## src/rtl/tick_rate_gen_pkg.sv

```systemverilog
// Shared types and defaults for the tick/rate generator: FSM state encoding
// and the rate-index to period mapping.
package tick_rate_pkg;

    localparam int DEFAULT_BASE_DIV  = 1000;
    localparam int DEFAULT_SEL_W     = 2;
    localparam int DEFAULT_NUM_RATES = 4;

    typedef enum logic {
        IDLE = 1'b0,
        RUN  = 1'b1
    } state_t;

    // Each rate index halves the period of the previous one.
    function automatic int unsigned period_of(input int unsigned sel,
                                              input int unsigned base_div = DEFAULT_BASE_DIV);
        return base_div >> sel;
    endfunction

endpackage

```

## src/rtl/tick_rate_gen_if.sv

```systemverilog
// Control/status bundle of the tick/rate generator: run enable, rate-change
// handshake and the generated tick, square wave and rate reporting.
interface tick_rate_gen_if #(
    parameter int SEL_W     = 2,
    parameter int NUM_RATES = 4
) ();
    logic                 en;
    logic [SEL_W-1:0]     rate_sel;
    logic                 rate_req;
    logic                 rate_ack;
    logic                 tick;
    logic                 clk_out;
    logic [SEL_W-1:0]     active_rate;
    logic [NUM_RATES-1:0] rate_mult;

    modport master (
        output en, rate_sel, rate_req,
        input  rate_ack, tick, clk_out, active_rate, rate_mult
    );

    modport slave (
        input  en, rate_sel, rate_req,
        output rate_ack, tick, clk_out, active_rate, rate_mult
    );
endinterface

```

## src/rtl/tick_rate_gen_period_cnt.sv

```systemverilog
// Wrap counter 0..period-1 with synchronous clear; `last` flags the final
// count of the current period.
module tick_period_cnt #(
    parameter int CNT_W = 10
) (
    input  logic             clk,
    input  logic             rst,
    input  logic             clear,
    input  logic [CNT_W:0]   period,
    output logic [CNT_W-1:0] cnt,
    output logic             last
);
    logic [CNT_W-1:0] cnt_reg;
    logic [CNT_W-1:0] cnt_next;

    // period is one bit wider so BASE_DIV itself is representable.
    assign last = ({1'b0, cnt_reg} == (period - (CNT_W+1)'(1)));
    assign cnt  = cnt_reg;

    always_comb begin
        cnt_next = cnt_reg + CNT_W'(1);
        if (clear || last) begin
            cnt_next = '0;
        end
    end

    always_ff @(posedge clk) begin
        if (rst) begin
            cnt_reg <= '0;
        end else begin
            cnt_reg <= cnt_next;
        end
    end
endmodule

```

## src/rtl/tick_rate_gen.sv

```systemverilog
// Rate-selectable tick and square-wave generator; rate changes are handshaked
// and only take effect on a period boundary (or immediately while idle).
module tick_rate_gen
    import tick_rate_pkg::*;
#(
    parameter int BASE_DIV  = DEFAULT_BASE_DIV,
    parameter int SEL_W     = DEFAULT_SEL_W,
    parameter int NUM_RATES = DEFAULT_NUM_RATES,
    parameter int CNT_W     = $clog2(BASE_DIV)
) (
    input  logic           clk,
    input  logic           rst,
    tick_rate_gen_if.slave bus
);
    state_t               state_reg;
    state_t               state_next;
    logic [SEL_W-1:0]     active_rate_reg;
    logic [SEL_W-1:0]     active_rate_next;
    logic [SEL_W-1:0]     pending_reg;
    logic [SEL_W-1:0]     pending_next;
    logic                 pend_v_reg;
    logic                 pend_v_next;
    logic                 rate_ack_reg;
    logic                 rate_ack_next;

    logic [CNT_W:0]       period;
    logic [CNT_W-1:0]     cnt;
    logic                 last;
    logic                 clear;
    logic                 req_valid;
    logic                 tick;
    logic                 clk_out;
    logic [NUM_RATES-1:0] rate_mult;

    assign period    = (CNT_W+1)'(period_of(32'(active_rate_reg), BASE_DIV));
    assign clear     = (state_reg != RUN) || !bus.en;
    assign req_valid = bus.rate_req && ({1'b0, bus.rate_sel} < (SEL_W+1)'(NUM_RATES));

    tick_period_cnt #(
        .CNT_W (CNT_W)
    ) u_cnt (
        .clk    (clk),
        .rst    (rst),
        .clear  (clear),
        .period (period),
        .cnt    (cnt),
        .last   (last)
    );

    // FSM state register
    always_ff @(posedge clk) begin
        if (rst) begin
            state_reg <= IDLE;
        end else begin
            state_reg <= state_next;
        end
    end

    // FSM next state: run exactly while enable is sampled high
    always_comb begin
        state_next = state_reg;
        case (state_reg)
            IDLE:    if (bus.en)  state_next = RUN;
            RUN:     if (!bus.en) state_next = IDLE;
            default: state_next = IDLE;
        endcase
    end

    // FSM outputs, decoded from registered state and count only
    always_comb begin
        tick    = 1'b0;
        clk_out = 1'b0;
        if (state_reg == RUN) begin
            tick    = last;
            clk_out = ({1'b0, cnt} < (period >> 1));
        end
    end

    // Rate handshake. A request arriving on the final count of a period is
    // applied at that same boundary; in IDLE the pending rate applies next edge.
    always_comb begin
        pending_next     = pending_reg;
        pend_v_next      = pend_v_reg;
        active_rate_next = active_rate_reg;
        rate_ack_next    = 1'b0;
        if (req_valid) begin
            pending_next = bus.rate_sel;
            pend_v_next  = 1'b1;
        end
        if (state_reg == IDLE) begin
            if (pend_v_reg) begin
                active_rate_next = pending_reg;
                pend_v_next      = req_valid;
                rate_ack_next    = 1'b1;
            end
        end else if (last && (pend_v_reg || req_valid)) begin
            active_rate_next = req_valid ? bus.rate_sel : pending_reg;
            pend_v_next      = 1'b0;
            rate_ack_next    = 1'b1;
        end
    end

    always_ff @(posedge clk) begin
        if (rst) begin
            active_rate_reg <= '0;
            pending_reg     <= '0;
            pend_v_reg      <= 1'b0;
            rate_ack_reg    <= 1'b0;
        end else begin
            active_rate_reg <= active_rate_next;
            pending_reg     <= pending_next;
            pend_v_reg      <= pend_v_next;
            rate_ack_reg    <= rate_ack_next;
        end
    end

    for (genvar gi = 0; gi < NUM_RATES; gi++) begin : g_mult
        assign rate_mult[gi] = (active_rate_reg == SEL_W'(gi));
    end

    assign bus.tick        = tick;
    assign bus.clk_out     = clk_out;
    assign bus.rate_ack    = rate_ack_reg;
    assign bus.active_rate = active_rate_reg;
    assign bus.rate_mult   = rate_mult;
endmodule

```

## src/flat_wrapper.sv

```systemverilog
// flat-port wrapper written by rule: the top's interface ports become plain ports
module tick_rate_gen_flat import tick_rate_pkg::*;
#(
    parameter int BASE_DIV  = DEFAULT_BASE_DIV,
    parameter int SEL_W     = DEFAULT_SEL_W,
    parameter int NUM_RATES = DEFAULT_NUM_RATES,
    parameter int CNT_W     = $clog2(BASE_DIV)
)
  (clk, rst, bus_en, bus_rate_sel, bus_rate_req, bus_rate_ack, bus_tick, bus_clk_out, bus_active_rate, bus_rate_mult);
  tick_rate_gen_if #(.SEL_W(SEL_W), .NUM_RATES(NUM_RATES)) bus_i ();
  input  logic clk;
  input  logic rst;
  input wire logic [$bits(bus_i.en)-1:0] bus_en;
  input wire logic [$bits(bus_i.rate_sel)-1:0] bus_rate_sel;
  input wire logic [$bits(bus_i.rate_req)-1:0] bus_rate_req;
  output wire logic [$bits(bus_i.rate_ack)-1:0] bus_rate_ack;
  output wire logic [$bits(bus_i.tick)-1:0] bus_tick;
  output wire logic [$bits(bus_i.clk_out)-1:0] bus_clk_out;
  output wire logic [$bits(bus_i.active_rate)-1:0] bus_active_rate;
  output wire logic [$bits(bus_i.rate_mult)-1:0] bus_rate_mult;
  assign bus_i.en = bus_en;
  assign bus_i.rate_sel = bus_rate_sel;
  assign bus_i.rate_req = bus_rate_req;
  assign bus_rate_ack = bus_i.rate_ack;
  assign bus_tick = bus_i.tick;
  assign bus_clk_out = bus_i.clk_out;
  assign bus_active_rate = bus_i.active_rate;
  assign bus_rate_mult = bus_i.rate_mult;
  tick_rate_gen #(.BASE_DIV(BASE_DIV), .SEL_W(SEL_W), .NUM_RATES(NUM_RATES), .CNT_W(CNT_W)) u_core (.clk(clk), .rst(rst), .bus(bus_i));
endmodule
```

## config.mk

```make
export PLATFORM = sky130hd
export DESIGN_NAME = tick_rate_gen_flat
export DESIGN_NICKNAME = d
export VERILOG_FILES = /design/src/rtl/tick_rate_gen_pkg.sv /design/src/rtl/tick_rate_gen_if.sv /design/src/rtl/tick_rate_gen_period_cnt.sv /design/src/rtl/tick_rate_gen.sv /design/src/flat_wrapper.sv
export SDC_FILE = /design/constraint.sdc
export NUM_CORES = 1
export LEC_CHECK = 0
export ABC_AREA = 1
export ABC_CLOCK_PERIOD_IN_PS = 2900
export CORE_MARGIN = 2
export CORE_UTILIZATION = 35
export DETAILED_ROUTE_END_ITERATION = 10
export GPL_TIMING_DRIVEN = 0
export PLACE_DENSITY_LB_ADDON = 0.05
export SYNTH_ARGS = -nofsm -noshare
export SYNTH_HDL_FRONTEND = slang
export SYNTH_SLANG_ARGS = --single-unit
```

## constraint.sdc

```tcl
create_clock -name clk -period 2.9 [get_ports clk]
set_input_delay 0.87 -clock clk [delete_from_list [all_inputs] [get_ports clk]]
set_output_delay 0.87 -clock clk [all_outputs]
set_load 0.01 [all_outputs]
```

==> metrics.yaml <==
outcome:
  status: "finished, final reports clean"
synth:
  synthTopCellsByArea: "dfxtp_1 29%, ha_1 14%, nand2_1 11%, inv_1 8.6%, nor2_1 8.6%"
  ys_seq_elements: 17
  yosysWarnings: 0
  syn_area_mm2: 0.00117
  ys_seq_area_share_pct: 29.0
  yosys.area.top_type: "dfxtp_1"
  synth_fp_nets: 190
  netlist_instances: 171
  postSynthAreaPerCell_um2: 6.86
  synth_top_area_share_pct: 29.0
  synth_cell_types: 23
clock_network:
  post_cts_hold_buffer_count: 0
  clkLatencyLatePin_ps: 310
  root_buffer: "clkbuf_4"
  htree_levels: 1
  clkTransAtPathRegs_ps: 100
  tritoncts: "done"
  cts.sinks: 17
  cts_buffer_depth: 2
  cts_made_buffers: 3
die:
  rows: 21
  die_area_mm2: 0.00383
  die_height_um: 61.9
  io_pins: 15
  start_util_pct: 35.7
  core_mm2: 0.00328
  die_w_um: 61.9
detailed_routing:
  routed_wirelength_um: 2740
  top_layer_used: "met4"
  drcViolationCount: 0
  drt_iter0_markers: 25
  dr.pass1.iters: 4
  vias: 1084
  wire_per_inst_um: 11.6
  ant_nets: 0
  avgViaCountPerCell: 4.57
  route.met3.wl_um: 77
  wl_met2_um: 1280
  wl_met1_um: 1350
sta:
  layout_setup_ws_ps: 81.8
  fmax_mhz: 355
  finalSetupViolCount: 0
  worst_slew_pin_slew_ps: 258
  slew_headroom_pct: 82.8
  finalClockSkew_ps: 6.13
  finalCriticalPeriod_ps: 2820
  maxSlewViolCount: 0
  min_period_over_period_pct: 97.2
  hold_viol_final: 0
placement:
  routabilityCongestion: 0.825
  numPortBuffers: 14
  dp_hpwl_um: 2150
  pre_cts_slack_ps: -389
  placed_cell_area_mm2: 0.00137
global_routing:
  grt_max_degree: 11
  grt-ovfl-total: 0
  grt_usage_pct: 16.0
  antenna_found_initial: 0
  grt_first_pass_wirelength_um: 4420
  grt_pass1_vias: 984
min_path:
  holdPathStages: 2
  whs_endpoint: "u_core.pending_reg[0]"
  min_path_type: "register to register"
  hold_start: "u_core.pending_reg[0]"
worst_setup_path:
  r2r-start: "u_core.bus.active_rate[1]"
  r2r_end: "u_core.u_cnt.cnt[5]"
  r2r_slack_ps: 1120
  required_ps: 2030
  cp-start-kind: "register"
  arrival_ps: 1950
  path_max_fanout: 6
  reg2regPathDepth: 9
  cp-end-kind: "output port"
  path_class: "register to output port"
layout:
  drive_above_1_share_pct: 13.1
  nFillCells: 362
  multiInputGateArea_um2: 772
  finish.utilization_pct: 44.8
  finalInstanceArea_mm2: 0.00147
  area_growth_pct: 25.6
  diodes: 0
  final_net_count: 211
  largest_reg_flops: 10
  regArea_um2: 348
run:
  maxCapViolCount: 0
power_and_ir_drop:
  ir_drop_mv: 0.149
  powerDensity_mw_per_mm2: 343
  totalPowerFinal_uw: 505
  p_leak_uw: 0.000645
==> routing by layer <==
layer  track usage [%]  vias to the layer above
li1                  -                      584
met1              20.2                      485
met2              26.2                       11
met3              4.14                        4
met4              5.78                        0
met5                 0                        -
==> layout make-up <==
| cell class | count | area share, % |
|---|---|---|
| Multi-Input combinational cell | 124 | 52.4 |
| Sequential cell | 17 | 23.6 |
| Inverter | 28 | 7.48 |
| Timing Repair Buffer | 16 | 9.86 |
| Clock inverter | 1 | 0.340 |
| Clock buffer | 3 | 1.53 |
| Tap cell | 46 | 3.91 |
| Buffer | 2 | 0.850 |
==> cell usage after synthesis <==
master    instances
nand3_2           2
inv_1            27
nor2_1           27
nand4_1           4
ha_1             13
a211oi_1          4
nand3b_1          1
xnor2_1           2
nand3_1          12
nor2b_1           1
o21ai_0           7
a21o_1            1
nor3b_1           1
xor2_1            6
nand2_4           1
nand2_1          33
nor4_1            1
a21oi_1           7
nor3_1            1
inv_2             1
buf_2             1
dfxtp_1          17
buf_4             1
==> how the worst max path moves through the flow <==
stage	slack (ps)	cells after the start	end	from
4_1_cts	-40	8	bus_clk_out	u_core.bus.active_rate[0]
3_5_place_dp	-390	8	bus_clk_out	u_core.bus.active_rate[1]
5_1_grt	-20	8	bus_tick	u_core.bus.active_rate[0]
3_3_place_gp	-420	8	bus_clk_out	u_core.bus.active_rate[1]
2_1_floorplan	220	7	bus_clk_out	u_core.bus.active_rate[1]
6_report	80	8	bus_clk_out	u_core.bus.active_rate[0]
==> report_power, final <==
group          leakage (uW)  total, uW  internal [uW]  switching, uW
clock             0.0000177        136           51.5           84.5
sequential         0.000140        249            240           8.74
combinational      0.000487        120           56.7           63.5
total              0.000645        505            349            157
==> layout by cell type, fill, tap and decap left out, types with 2 or more instances in the layout <==
cell type and instances:
inv_2 2, dfxtp_4 2, buf_4 3, clkbuf_4 3, dfxtp_1 15, nand2_1 33
buf_2 2, nand3_2 2, nand4_1 4, a21oi_1 7, o21ai_0 5, inv_4 2
clkdlybuf4s50_1 12, a211oi_1 3, o21ai_1 2, nor2_1 27, xnor2_1 2, ha_1 8
ha_4 4, nand3_1 12, xor2_1 6, inv_1 24
==> worst max-delay path, stage by stage (launching register included) <==
cell and delay [ps]:
dfxtp_4 410, inv_4 70, ha_4 170, inv_2 90, ha_4 210, a211oi_2 210, o21ai_1 90, a211oi_1 230
buf_2 170
==> what timing repair did <==
item | in CTS | in global routing
endpoints found under the setup margin | 2 | 2
resized for setup | 18 | 8
pin swaps | 0 | 1
setup buffers | 0 | 2
==> kinds of logic (layout without fill, tap and decap cells) <==
kind of cell	after synthesis	in the layout	share of synthesized area, %
AO/OA/AOI/OAI	19	19	9.18
XOR/XNOR	8	8	5.98
adder cells (fa/ha/maj)	13	13	13.9
buffers and inverters	30	50	10.0
flip-flops	17	17	29.0
AND/OR/NAND/NOR	84	84	31.9
==> per-stage QoR <==
step,hold WS [ps],TNS (ps),instances
final,467,0,237
after global routing,490,-19.0,237
after CTS,473,-40.6,235
after detailed placement,453,-626,231
after global placement,453,-658,231
after floorplan,434,0,171
No activity file was read; power rests on OpenSTA's default activity.
